<file path="src/rtl/otp_ctrl_pkg.sv">
// otp_ctrl_pkg: shared definitions for the OTP controller and its macro initiator.
// Holds the macro command/error encodings, the sparse initiator FSM encoding, the
// default macro timeout and a small bit-width helper.
package otp_ctrl_pkg;

  // Bits needed to index 'value' entries (at least 1).
  function automatic int unsigned vbits(input int unsigned value);
    return (value <= 1) ? 1 : $clog2(value);
  endfunction

  localparam int unsigned OtpCmdWidth = 2;
  localparam int unsigned OtpErrWidth = 3;

  typedef enum logic [OtpCmdWidth-1:0] {
    OtpRead  = 2'b00,
    OtpWrite = 2'b01,
    OtpInit  = 2'b11
  } otp_cmd_e;

  typedef enum logic [OtpErrWidth-1:0] {
    NoErr            = 3'h0,
    OtpCmdInvErr     = 3'h1,
    OtpInitErr       = 3'h2,
    OtpReadErr       = 3'h3,
    OtpReadUncorrErr = 3'h4,
    OtpReadCorrErr   = 3'h5,
    OtpWriteBlankErr = 3'h6,
    OtpWriteErr      = 3'h7
  } otp_err_e;

  localparam int unsigned OtpMacroTimeoutCycles = 1024;

  // Codewords are distinct non-zero Walsh functions of length 16, so every pair
  // differs in exactly 8 bits; a single upset can never land on another state.
  localparam int unsigned OtpInitStateWidth = 16;
  typedef enum logic [OtpInitStateWidth-1:0] {
    ResetSt    = 16'h5555,
    InitReqSt  = 16'h3333,
    InitWaitSt = 16'h0F0F,
    IdleSt     = 16'h00FF,
    CmdReqSt   = 16'h6666,
    CmdWaitSt  = 16'h5A5A,
    ErrorSt    = 16'h3C3C
  } otp_init_state_e;

endpackage

</file>
<file path="src/rtl/otp_macro_initiator.sv">
// otp_macro_initiator: command initiator for the OTP macro ready/valid interface.
// Issues the mandatory Init after reset, then serialises single upstream read/write
// requests to the macro, one outstanding at a time. Each wait for a macro response is
// guarded by a saturating timeout counter; protocol violations, fatal macro errors and
// timeouts end in a terminal error state that only reset leaves.
// Ports:
//   clk_i, rst_i                      clock, synchronous active-high reset
//   req_valid_i/req_ready_o           upstream request handshake
//   req_write_i/size_i/addr_i/wdata_i upstream request fields
//   resp_valid_o/rdata_o/err_o        one-cycle upstream response
//   init_done_o, fatal_o, timeout_o   status (init complete, terminal error, timeout cause)
//   otp_valid_o/otp_ready_i           macro command handshake
//   otp_cmd_o/size_o/addr_o/wdata_o   registered macro command fields
//   otp_valid_i/rdata_i/err_i         macro response channel
module otp_macro_initiator
  import otp_ctrl_pkg::*;
#(
  parameter int unsigned Width         = 16,
  parameter int unsigned Depth         = 1024,
  parameter int unsigned SizeWidth     = 2,
  parameter int unsigned TimeoutCycles = OtpMacroTimeoutCycles,
  localparam int unsigned AddrWidth    = vbits(Depth),
  localparam int unsigned IfWidth      = (2**SizeWidth) * Width
) (
  input  logic                   clk_i,
  input  logic                   rst_i,
  input  logic                   req_valid_i,
  output logic                   req_ready_o,
  input  logic                   req_write_i,
  input  logic [SizeWidth-1:0]   req_size_i,
  input  logic [AddrWidth-1:0]   req_addr_i,
  input  logic [IfWidth-1:0]     req_wdata_i,
  output logic                   resp_valid_o,
  output logic [IfWidth-1:0]     resp_rdata_o,
  output logic [OtpErrWidth-1:0] resp_err_o,
  output logic                   init_done_o,
  output logic                   fatal_o,
  output logic                   timeout_o,
  output logic                   otp_valid_o,
  input  logic                   otp_ready_i,
  output logic [OtpCmdWidth-1:0] otp_cmd_o,
  output logic [SizeWidth-1:0]   otp_size_o,
  output logic [AddrWidth-1:0]   otp_addr_o,
  output logic [IfWidth-1:0]     otp_wdata_o,
  input  logic                   otp_valid_i,
  input  logic [IfWidth-1:0]     otp_rdata_i,
  input  logic [OtpErrWidth-1:0] otp_err_i
);

  localparam int unsigned CntWidth = vbits(TimeoutCycles);
  localparam int unsigned NumWords = 2**SizeWidth;
  localparam logic [CntWidth-1:0] TimeoutLast = CntWidth'(TimeoutCycles - 1);

  otp_init_state_e        r_state, w_state_d;
  logic [CntWidth-1:0]    r_cnt;
  otp_cmd_e               r_cmd;
  logic [SizeWidth-1:0]   r_size;
  logic [AddrWidth-1:0]   r_addr;
  logic [IfWidth-1:0]     r_wdata;
  logic                   r_init_done;
  logic                   r_timeout;
  logic                   r_resp_valid;
  logic [IfWidth-1:0]     r_resp_rdata;
  logic [OtpErrWidth-1:0] r_resp_err;

  logic               w_cnt_clr;
  logic               w_in_wait;
  logic               w_init_load;
  logic               w_cmd_capture;
  logic               w_init_ok;
  logic               w_timeout_hit;
  logic               w_resp_fire;
  logic [IfWidth-1:0] w_rdata_masked;

  always_comb begin
    w_state_d     = r_state;
    w_cnt_clr     = 1'b0;
    w_init_load   = 1'b0;
    w_cmd_capture = 1'b0;
    w_init_ok     = 1'b0;
    w_timeout_hit = 1'b0;
    w_resp_fire   = 1'b0;
    unique case (r_state)
      ResetSt: begin
        if (otp_valid_i) begin
          w_state_d = ErrorSt;
        end else begin
          w_state_d   = InitReqSt;
          w_init_load = 1'b1;
        end
      end
      InitReqSt: begin
        if (otp_valid_i) begin
          w_state_d = ErrorSt;
        end else if (otp_ready_i) begin
          w_state_d = InitWaitSt;
          w_cnt_clr = 1'b1;
        end
      end
      InitWaitSt: begin
        // A response in the same cycle as the last timeout count still wins.
        if (otp_valid_i) begin
          if (otp_err_i == NoErr) begin
            w_state_d = IdleSt;
            w_init_ok = 1'b1;
          end else begin
            w_state_d = ErrorSt;
          end
        end else if (r_cnt == TimeoutLast) begin
          w_state_d     = ErrorSt;
          w_timeout_hit = 1'b1;
        end
      end
      IdleSt: begin
        if (otp_valid_i) begin
          w_state_d = ErrorSt;
        end else if (req_valid_i) begin
          w_state_d     = CmdReqSt;
          w_cmd_capture = 1'b1;
        end
      end
      CmdReqSt: begin
        // The macro may stall the command indefinitely; no timeout here.
        if (otp_valid_i) begin
          w_state_d = ErrorSt;
        end else if (otp_ready_i) begin
          w_state_d = CmdWaitSt;
          w_cnt_clr = 1'b1;
        end
      end
      CmdWaitSt: begin
        if (otp_valid_i) begin
          if (otp_err_i == OtpCmdInvErr) begin
            w_state_d = ErrorSt;
          end else begin
            w_state_d   = IdleSt;
            w_resp_fire = 1'b1;
          end
        end else if (r_cnt == TimeoutLast) begin
          w_state_d     = ErrorSt;
          w_timeout_hit = 1'b1;
        end
      end
      ErrorSt: w_state_d = ErrorSt;
      default: w_state_d = ErrorSt;
    endcase
  end

  assign w_in_wait = (r_state == InitWaitSt) || (r_state == CmdWaitSt);

  // Only words 0..size carry data; writes return zero.
  always_comb begin
    w_rdata_masked = '0;
    if (r_cmd == OtpRead) begin
      for (int unsigned k = 0; k < NumWords; k++) begin
        if (SizeWidth'(k) <= r_size) begin
          w_rdata_masked[k*Width +: Width] = otp_rdata_i[k*Width +: Width];
        end
      end
    end
  end

  always_ff @(posedge clk_i) begin
    if (rst_i) begin
      r_state      <= ResetSt;
      r_cnt        <= '0;
      r_cmd        <= OtpRead;
      r_size       <= '0;
      r_addr       <= '0;
      r_wdata      <= '0;
      r_init_done  <= 1'b0;
      r_timeout    <= 1'b0;
      r_resp_valid <= 1'b0;
      r_resp_rdata <= '0;
      r_resp_err   <= '0;
    end else begin
      r_state <= w_state_d;
      if (w_cnt_clr) begin
        r_cnt <= '0;
      end else if (w_in_wait && (r_cnt != {CntWidth{1'b1}})) begin
        r_cnt <= r_cnt + CntWidth'(1);
      end
      if (w_init_load) begin
        r_cmd   <= OtpInit;
        r_size  <= '0;
        r_addr  <= '0;
        r_wdata <= '0;
      end else if (w_cmd_capture) begin
        r_cmd   <= req_write_i ? OtpWrite : OtpRead;
        r_size  <= req_size_i;
        r_addr  <= req_addr_i;
        r_wdata <= req_wdata_i;
      end
      if (w_init_ok) r_init_done <= 1'b1;
      if (w_timeout_hit) r_timeout <= 1'b1;
      r_resp_valid <= w_resp_fire;
      if (w_resp_fire) begin
        r_resp_rdata <= w_rdata_masked;
        r_resp_err   <= otp_err_i;
      end
    end
  end

  assign req_ready_o  = (r_state == IdleSt);
  assign otp_valid_o  = (r_state == InitReqSt) || (r_state == CmdReqSt);
  assign fatal_o      = (r_state == ErrorSt);
  assign timeout_o    = r_timeout;
  assign init_done_o  = r_init_done;
  assign resp_valid_o = r_resp_valid;
  assign resp_rdata_o = r_resp_rdata;
  assign resp_err_o   = r_resp_err;
  assign otp_cmd_o    = r_cmd;
  assign otp_size_o   = r_size;
  assign otp_addr_o   = r_addr;
  assign otp_wdata_o  = r_wdata;

endmodule

</file>
<file path="config.mk">
export PLATFORM = sky130hd
export DESIGN_NAME = otp_macro_initiator
export DESIGN_NICKNAME = d
export VERILOG_FILES = /design/src/rtl/otp_ctrl_pkg.sv /design/src/rtl/otp_macro_initiator.sv
export SDC_FILE = /design/constraint.sdc
export NUM_CORES = 1
export LEC_CHECK = 0
export BUFFER_PORTS_ARGS = -buffer_cell sky130_fd_sc_hd__buf_2
export CAP_MARGIN = 20
export CORE_MARGIN = 2
export CORE_UTILIZATION = 45
export CTS_CLUSTER_SIZE = 28
export DETAILED_ROUTE_END_ITERATION = 12
export PLACE_DENSITY = 0.85
export SETUP_SLACK_MARGIN = 0.15
export SLEW_MARGIN = 10
export SYNTH_ARGS = -nofsm -noshare
export SYNTH_HDL_FRONTEND = slang
export SYNTH_SLANG_ARGS = --single-unit
</file>
<file path="constraint.sdc">
create_clock -name clk_i -period 2.92 [get_ports clk_i]
set_clock_uncertainty 0.05 [all_clocks]
set_input_delay 0.292 -clock clk_i [delete_from_list [all_inputs] [get_ports clk_i]]
set_output_delay 0.292 -clock clk_i [all_outputs]
set_load 0.05 [all_outputs]
</file>
== Yosys cells after proc, flatten, opt, wreduce, memory -nomap -nowiden ==
Index checks and enable logic that the tools add are counted.

* Word-level logic and storage cells: 78
* Flip-flop bits (word level): 174
* Bits of input ports: 149
* Output and inout port bits: 151

* Multiplexer cells: 38
* Reductions and logical operators: 11
* $add $sub $neg: 1
* Order comparisons: 4
* Eq/ne operators: 13

{| class="wikitable"
|+ Operators with widths
! cell !! count
|-
| 16-bit 2-to-1 mux || 13
|-
| 16-bit case mux with 6 select lines || 1
|-
| 64-bit 2-to-1 mux || 1
|-
| 16-bit by 15-bit == test with 1-bit output, second input constant || 3
|-
| 16-bit by 14-bit == test with 1-bit output, second input constant || 2
|-
| 14-bit 2-to-1 mux || 2
|-
| 1-bit 2-to-1 mux || 18
|-
| 16-bit by 12-bit == test with 1-bit output, second input constant || 1
|-
| 16-bit by 8-bit == test with 1-bit output, second input constant || 1
|-
| 12-bit 2-to-1 mux || 1
|-
| 10-bit by 1-bit adder with 10-bit output, second input constant || 1
|-
| 10-bit == test, second input constant || 1
|-
| 10-bit != test, second input constant || 1
|-
| 2-bit OR reduction || 4
|-
| 3-bit != test, second input constant || 2
|-
| 1-bit by 2-bit <= comparator with 1-bit output, first input constant || 2
|-
| 2-bit <= comparator, first input constant || 2
|-
| 2-bit 2-to-1 mux || 2
|-
| 3-bit by 1-bit == test with 1-bit output, second input constant || 1
|-
| 3-bit logical NOT || 1
|-
| 3-bit by 2-bit != test with 1-bit output, second input constant || 1
|-
| 3-bit AND reduction || 1
|-
| 2-bit logical NOT || 1
|-
| 1-bit logical OR || 2
|-
| other kinds (2) || 2
|}

== Logic depth before layout (Yosys ltp) ==
Gate-level depths: netlist (run 1).

* Depth after elaboration: 5
* Gate-level depth with buffers: 9
* Depth with buffers taken out: 7

== Worst setup path after synthesis (run 1) ==
OpenSTA, ideal clock, no wires.

* Path type: register -> register
* From: register r_state[2]
* To: register r_addr[0], in the netlist otp_addr_o[0]
* Required time: 2.800 ns
* Setup time: 0.070 ns
* Setup slack: 0.617 ns
* Arrival: 2.182 ns
* Path buffers: 3
* Period minus slack after synthesis: 2.303 ns
* Cell stages (with the launch flop): 10
* Cell sequence: dfxtp_1 > nor4bb_1 > nand4_1 > inv_1 > and3_1 > clkbuf_1 > buf_2 > buf_2 > nand2_1 > a21oi_1

* Elaborated cells between the ends (all ways): 5
* Classes of those cells: eq/ne (2); mux (2); reduce/logical (1)

{| class="wikitable"
|+ RTL lines
! what !! RTL line !! source
|-
| from (decl) || otp_macro_initiator.sv:54 || <nowiki>otp_init_state_e r_state, w_state_d;</nowiki>
|-
| from (signal assigned) || otp_macro_initiator.sv:165 || <nowiki>r_state <= ResetSt;</nowiki>
|-
| from (signal assigned) || otp_macro_initiator.sv:177 || <nowiki>r_state <= w_state_d;</nowiki>
|-
| 16-bit by 8-bit == test with 1-bit output || -- ||
|-
| via req_ready_o || otp_macro_initiator.sv:28 || <nowiki>output logic req_ready_o,</nowiki>
|-
| 1-bit 2-to-1 mux || otp_macro_initiator.sv:83 || <nowiki>unique case (r_state)</nowiki>
|-
| to (signal assigned) || otp_macro_initiator.sv:191 || <nowiki>r_addr <= req_addr_i;</nowiki>
|-
| to (decl) || otp_macro_initiator.sv:58 || <nowiki>logic [AddrWidth-1:0] r_addr;</nowiki>
|}

The timed path passes the listed nets, and every way through them passes these cells.
A chain may end at the register's enable or synchronous reset.

== Worst setup path in the final report (run 1) ==
* From: register r_state[8]
* To: output port otp_valid_o

* Longest elaborated chain between the ends: 2
* Elaborated cells between the ends (all ways): 3
* Classes of those cells: eq/ne (2); reduce/logical (1)

{| class="wikitable"
|+ RTL lines
! what !! RTL line !! source
|-
| 16-bit by 14-bit == test with 1-bit output / 16-bit by 15-bit == test with 1-bit output (equally long branches) || otp_macro_initiator.sv:205 || <nowiki>assign otp_valid_o = (r_state == InitReqSt) || (r_state == CmdReqSt);</nowiki>
|-
| 1-bit logical OR * || otp_macro_initiator.sv:205 ||
|-
| to (decl) || otp_macro_initiator.sv:39 || <nowiki>output logic otp_valid_o,</nowiki>
|}

Every way passes the cells marked *; elsewhere a longest branch is shown, timed or not.

==> results of run 1 <==
==> power breakdown <==
group	internal, W	leakage (nW)	switching (W)	total [W]
clock	0.00154	0.313	0.000964	0.00250
sequential	0.00238	1.40	0.00000820	0.00239
combinational	0.0000891	2.23	0.0000854	0.000174
==> worst register-to-register path: stages, from the launching register on <==
cell	delay, ns
dfxtp_1	0.42
and4bb_2	0.30
nand4_2	0.16
or2_1	0.35
nor4_4	0.27
and3_1	0.58
a22o_1	0.22
==> stage by stage <==
| step | hold WS (ns) | cell area [um2] | power [W] |
|---|---|---|---|
| 6_report | 0.0278 | 8510 | 0.00506 |
| 5_1_grt | 0.0143 | 8510 | 0.00522 |
| 3_5_place_dp | 0.393 | 7860 | 0.00261 |
| 2_1_floorplan | 0.368 | 6230 | 0.00249 |
| 3_3_place_gp | 0.388 | 7860 | 0.00261 |
| 4_1_cts | 0.0161 | 8510 | 0.00510 |
==> kinds of logic (layout without fill, tap and decap cells) <==
group	after synthesis	count (layout)	synth area share
other	1	1	0.000602
DFF	174	174	0.559
xor gates and xnor gates	9	9	0.0126
AOI/OAI and AO/OA	184	184	0.201
and+or+nand+nor	255	255	0.189
buffers and inverters	52	344	0.0365
adders and majority gates	1	1	0.00201
==> state kept, by name, summed over array words and instances, names as in the netlist <==
register      cells
otp_wdata_o      64
otp_cmd_o         2
otp_size_o        2
resp_err_o        3
init_done_o       1
r_state          16
r_cnt            10
timeout_o         1
resp_valid_o      1
resp_rdata_o     64
otp_addr_o       10
==> layout make-up <==
type                            count  area (um2)  share of cell area
Sequential cell                   174        3480               0.409
Multi-Input combinational cell    450        2540               0.298
Timing Repair Buffer              307        1590               0.187
Clock buffer                       18         429              0.0504
Clock inverter                     14         226              0.0266
Tap cell                          180         225              0.0265
Inverter                            5        18.8             0.00220
==> Yosys cell counts, types with 2 or more instances <==
| cell | instances | area [um2] |
|---|---|---|
| a21o_1 | 3 | 22.5 |
| and2_1 | 3 | 18.8 |
| a221o_1 | 4 | 40.0 |
| nor2_1 | 29 | 109 |
| o41ai_1 | 2 | 17.5 |
| nand2_1 | 171 | 642 |
| buf_2 | 5 | 25.0 |
| a21oi_1 | 91 | 455 |
| buf_6 | 2 | 22.5 |
| nand2b_1 | 3 | 18.8 |
| and4_1 | 4 | 35.0 |
| nor3_1 | 6 | 30.0 |
| nand3_1 | 5 | 25.0 |
| buf_4 | 3 | 22.5 |
| and3_1 | 5 | 31.3 |
| a22o_1 | 65 | 569 |
| a31oi_1 | 3 | 18.8 |
| o21ai_0 | 5 | 25.0 |
| xor2_1 | 7 | 61.3 |
| clkbuf_1 | 35 | 131 |
| buf_1 | 2 | 7.51 |
| and4bb_2 | 4 | 50.1 |
| xnor2_1 | 2 | 17.5 |
| inv_1 | 5 | 18.8 |
| o32a_1 | 4 | 40.0 |
| nor4bb_1 | 10 | 100 |
| nand4_1 | 8 | 50.1 |
| dfxtp_1 | 174 | 3480 |
==> path summary, 6_finish.rpt <==
check / endpoint / cells after the start / startpoint / slack (ns)
max: otp_valid_o / 5 / r_state[8] / 0.44
min: resp_rdata_o[47] / 2 / otp_rdata_i[47] / 0.03
max reg2reg: resp_rdata_o[52] / 6 / r_state[6] / 0.52
min reg2reg: otp_addr_o[0] / 2 / otp_addr_o[0] / 0.40
==> layer usage <==
metal	share of wire	routed length, um
met5	0	0
met4	0.021	371
met3	0.089	1570
met2	0.48	8410
met1	0.41	7310
==> results.yml, run 1 <==
worst_setup_path:
  worstPathRequired_ns: 2.58
  worstSetupPathType: "flip-flop to output pin"
  critPathMaxFanout: 6
  cp.arrival_ns: 2.14
  path_cells: "nor4bb_1 > and4_1 > nor2b_1 > inv_1 > buf_2"
  path_buf_inv: 2
  startpoint_type: "flip-flop"
  end_kind: "output pin"
  critPathTopFamily: "simple AND/OR/NAND/NOR gates"
  cp_slowest_stage_delay_ns: 0.43
  cpMaxStageDelayCell: "nor4bb_1"
floorplanning:
  ios: 300
  initial_core_util: 0.454
  die_w_um: 122
  die_y_um: 122
  core_um2: 13700
  rows: 43
  dieArea_um2: 14800
sta:
  fmax_mhz: 403
  worstMarginPinSlew_ns: 0.781
  rsz0062_at_grt: "no"
  min_period_ns: 2.48
  hold_viol_final: 0
  period_share: 0.849
  layout_setup_ws_ns: 0.441
  finalSetupTns_ns: 0
  slew_violations: 0
  finalSetupViolCount: 0
  slew-limit-headroom: 0.479
cells_and_area:
  syn_to_final_growth_pct: 36.6
  drive_gt1_frac: 0.363
  fillers: 1177
  final_common_cell: "buf_2"
  nets: 1105
  utilization: 0.621
  n_antenna_cell: 0
  final_cells: 1148
  final_cell_mix: "299 x buf_2, 174 x dfxtp_1, 171 x nand2_1, 91 x a21oi_1, 65 x a22o_1"
clocking:
  cts_made_buffers: 17
  cts.clk_slew.worst_paths_ns: 0.07
  insertion_delay_ns: 0.42
  htree_levels: 4
  cts.repair.resized: 0
  ctsLongestPathBuffers: 2
  cts_tree: "yes"
  cts_root_buf: "clkbuf_16"
  cts_setup_buffers: 0
  clock-sinks: 174
  cts_hold_buffers: 0
global_routing:
  grt_pass1_wl_mm: 26.4
  grt_use_total: 0.227
  met2_usage: 0.374
  antenna_found_initial: 0
  grt_pass1_vias: 5433
  grt_max_degree: 77
  use_met1: 0.279
  use_met3: 0.0641
  gr-total-overflow: 0
  grt-busiest-layer: "met2"
logic_synthesis:
  postSynthCellCount: 676
  synth-edff-count: 0
  synth_cell_type_count: 44
  ys_seq_elements: 174
  syn_area_um2: 6230
  avgSynthCellArea_um2: 9.22
  syn-num-nets: 826
  yosysSeqAreaShare: 0.559
  ys_warn_count: 0
  yosys_most_used_dff: "dfxtp_1"
  async_flop_share: 0
placed_design:
  placed_cells: 1116
  hpwl_mm: 12.9
  place_congestion: 0.910
  port_buffers: 299
  dp_slack_ns: 0.420
routing:
  num_vias: 5940
  drt_iter0_markers: 290
  drt-total-wl_mm: 17.7
  drc: 0
  firstDrtPassIters: 5
  detail_route.wl_per_cell_um: 15.4
  routed_via_density: 5.17
  ant_nets: 0
power:
  leakagePower_nw: 3.94
  powerDensity_nw_per_um2: 595
  ir_drop_v: 0.000407
min_path:
  hold_path.class: "primary input to flip-flop"
flow_run:
  drv_cap: 0
status:
  status: "completed"
Power figures use the tool's default switching activity.
==> run 2: changes to the inputs <==
ABC_AREA = 1   (was not set)
CORE_UTILIZATION = 44   (was 45)
PLACE_DENSITY = 0.84   (was 0.85)
clock period = 2.2 ns   (was 2.92 ns; I/O delays follow)
==> results.yml, run 2 <==
status:
  status: "completed"
sta:
  hold_viol_final: 0
  slew_violations: 0
  fmax_mhz: 503
  min_period_ns: 1.99
  layout_setup_ws_ns: 0.212
  finalSetupViolCount: 0
  finalSetupTns_ns: 0
  hold_slack_ns: 0.0137
  rsz0062_at_grt: "yes"
  period_share: 0.904
power:
  leakagePower_nw: 5.28
  powerDensity_nw_per_um2: 639
  ir_drop_v: 0.000581
worst_setup_path:
  reg2reg_depth: 10
  cp_slowest_stage_delay_ns: 0.40
  cpMaxStageDelayCell: "dfxtp_2"
  reg2reg_slack_ns: 0.31
  startpoint_type: "flip-flop"
  rr_endpoint: "otp_wdata_o[4]"
  r2r-start: "r_state[14]"
  worstPathRequired_ns: 1.93
  critPathMaxFanout: 6
  worstSetupPathType: "flip-flop to output pin"
  end_kind: "output pin"
  path_cells: "nand2_2 > inv_2 > nand2_1 > nor2_1 > nand2_1 > nand2_1 > buf_6"
  cp.arrival_ns: 1.72
  cpMostUsedCell: "nand2_1"
routing:
  num_vias: 8246
  drt_iter0_markers: 607
  drt-total-wl_mm: 24.7
  routed_via_density: 5.22
  ant_nets: 0
  drc: 0
  detail_route.wl_per_cell_um: 15.6
  firstDrtPassIters: 6
logic_synthesis:
  synth-edff-count: 0
  postSynthCellCount: 996
  ys_seq_elements: 174
  synth_top_area_share: 0.470
  synth_commonest_cells: "209 x nor2_1, 186 x nand2_1, 174 x dfxtp_1"
  yosysSeqAreaShare: 0.470
  avgSynthCellArea_um2: 7.44
  yosys_most_used_dff: "dfxtp_1"
  async_flop_share: 0
  syn_area_um2: 7410
  syn-num-nets: 1146
  synthTopCellsByArea: "dfxtp_1 47%, nand3_1 11%, nor2_1 11%, nand2_1 9.4%, nor3_2 5.4%"
  synth_cell_type_count: 33
  ys_warn_count: 0
  yosys.area.top_type: "dfxtp_1"
  post-synth-top-count-cell: "nor2_1"
clocking:
  cts_tree: "yes"
  cts_root_buf: "clkbuf_16"
  clock-sinks: 174
  cts_made_buffers: 17
  cts_setup_buffers: 0
  cts.clk_slew.worst_paths_ns: 0.07
  htree_levels: 4
  insertion_delay_ns: 0.42
  ctsLongestPathBuffers: 2
floorplanning:
  initial_core_util: 0.448
  core_um2: 16500
  die_w_um: 134
  dieArea_um2: 17900
  die_y_um: 134
  rows: 47
  ios: 300
min_path:
  hold_path.class: "primary input to flip-flop"
  holdPathEnd: "resp_rdata_o[5]"
  hold_start: "otp_rdata_i[5]"
  worstHoldPathCells: 3
global_routing:
  gr-total-overflow: 0
  grt_use_total: 0.272
  grt_pass1_vias: 8015
  grt_pass1_wl_mm: 39.1
  antenna_found_initial: 2
  grt_max_degree: 65
cells_and_area:
  syn_to_final_growth_pct: 39.7
  drive_gt1_frac: 0.318
  fillers: 1324
  final_cell_mix: "297 x buf_2, 206 x nor2_1, 184 x nand2_1, 165 x nand3_1, 164 x dfxtp_1"
  final_common_cell: "buf_2"
  nets: 1495
  final_cells: 1579
  stdcell_area_um2: 10400
placed_design:
  port_buffers: 299
  dpl_cell_area_um2: 9120
  hpwl_mm: 16.2
  placed_cells: 1487
  place_congestion: 0.993
  dp_slack_ns: 0.293
flow_run:
  drv_cap: 0
-- run 2: cell count changes after synthesis, moves of 10 or more --
cell	change
nand3_1	+160
nand2_1	+15
a22o_1	-65
nor2_1	+180
nor4bb_1	-10
inv_1	+40
nor3_2	+40
clkbuf_1	-23
a21oi_1	-64
nor3_1	+37
buf_2	+10
buf_6	+15
-- run 2: critical path: cells and delay by family (launching register included) --
family        cells  cell delay (ns)
flops             1             0.40
simple gates      5             0.66
buf+inv           2             0.24
-- run 2: routing by layer --
| metal | global-route usage | vias to the layer above | part of all wire | wire length [um] |
|---|---|---|---|---|
| met3 | 0.0835 | 99 | 0.097 | 2400 |
| met1 | 0.314 | 3711 | 0.39 | 9530 |
| met2 | 0.454 | 503 | 0.47 | 11700 |
| met5 | 0 | - | 0.00065 | 16 |
| li1 | - | 3931 | - | - |
| met4 | 0.141 | 2 | 0.044 | 1090 |
-- run 2: layout make-up --
type | count | area, um2 | share of cell area
well taps | 220 | 275 | 0.0266
diodes | 1 | 2.50 | 0.000242
multi-input cells | 716 | 3410 | 0.329
repair buffers | 383 | 2370 | 0.229
clock inverters | 14 | 169 | 0.0163
clock buffers | 18 | 429 | 0.0415
flip-flops and latches | 174 | 3500 | 0.338
inverters | 53 | 200 | 0.0193
-- run 2: power breakdown --
group          total [W]  leakage, nW  switching, W  internal, W
Combinational   0.000383         3.59      0.000186     0.000197
Clock            0.00306        0.286       0.00143      0.00163
Sequential       0.00317         1.40     0.0000124      0.00316
-- run 2: how the worst max path moves through the flow --
stage | cells after the start | startpoint | endpoint | slack (ns)
after global routing | 7 | r_state[0] | otp_valid_o | 0.11
final | 7 | r_state[0] | otp_valid_o | 0.21
after detailed placement | 11 | r_state[2] | otp_wdata_o[38] | 0.29
after global placement | 10 | r_state[2] | otp_wdata_o[54] | 0.31
after CTS | 6 | r_state[15] | req_ready_o | 0.17
after floorplan | 11 | r_state[9] | r_state[9] | 0.19
-- run 2: timing repair --
item	4_1_cts	5_1_grt
gates resized for setup	4	14
endpoints found under the setup margin	2	16
hold buffers	59	0
hold endpoints to repair	59	0
-- run 2: kinds of logic after synthesis --
| group | Yosys count | share of synthesized area |
|---|---|---|
| other | 1 | 0.000506 |
| AND/OR/NAND/NOR | 665 | 0.416 |
| buffers and inverters | 106 | 0.0746 |
| AO/OA/AOI/OAI | 45 | 0.0321 |
| XOR/XNOR | 4 | 0.00473 |
| adder cells (fa/ha/maj) | 1 | 0.00169 |
| flip-flops | 174 | 0.470 |
-- run 2: through the flow --
stage	utilization	total power, W
after floorplan	-	0.00335
after global placement	0.552	0.00352
after detailed placement	0.552	0.00352
after global routing	0.626	0.00681
after CTS	0.625	0.00665
final	0.626	0.00661
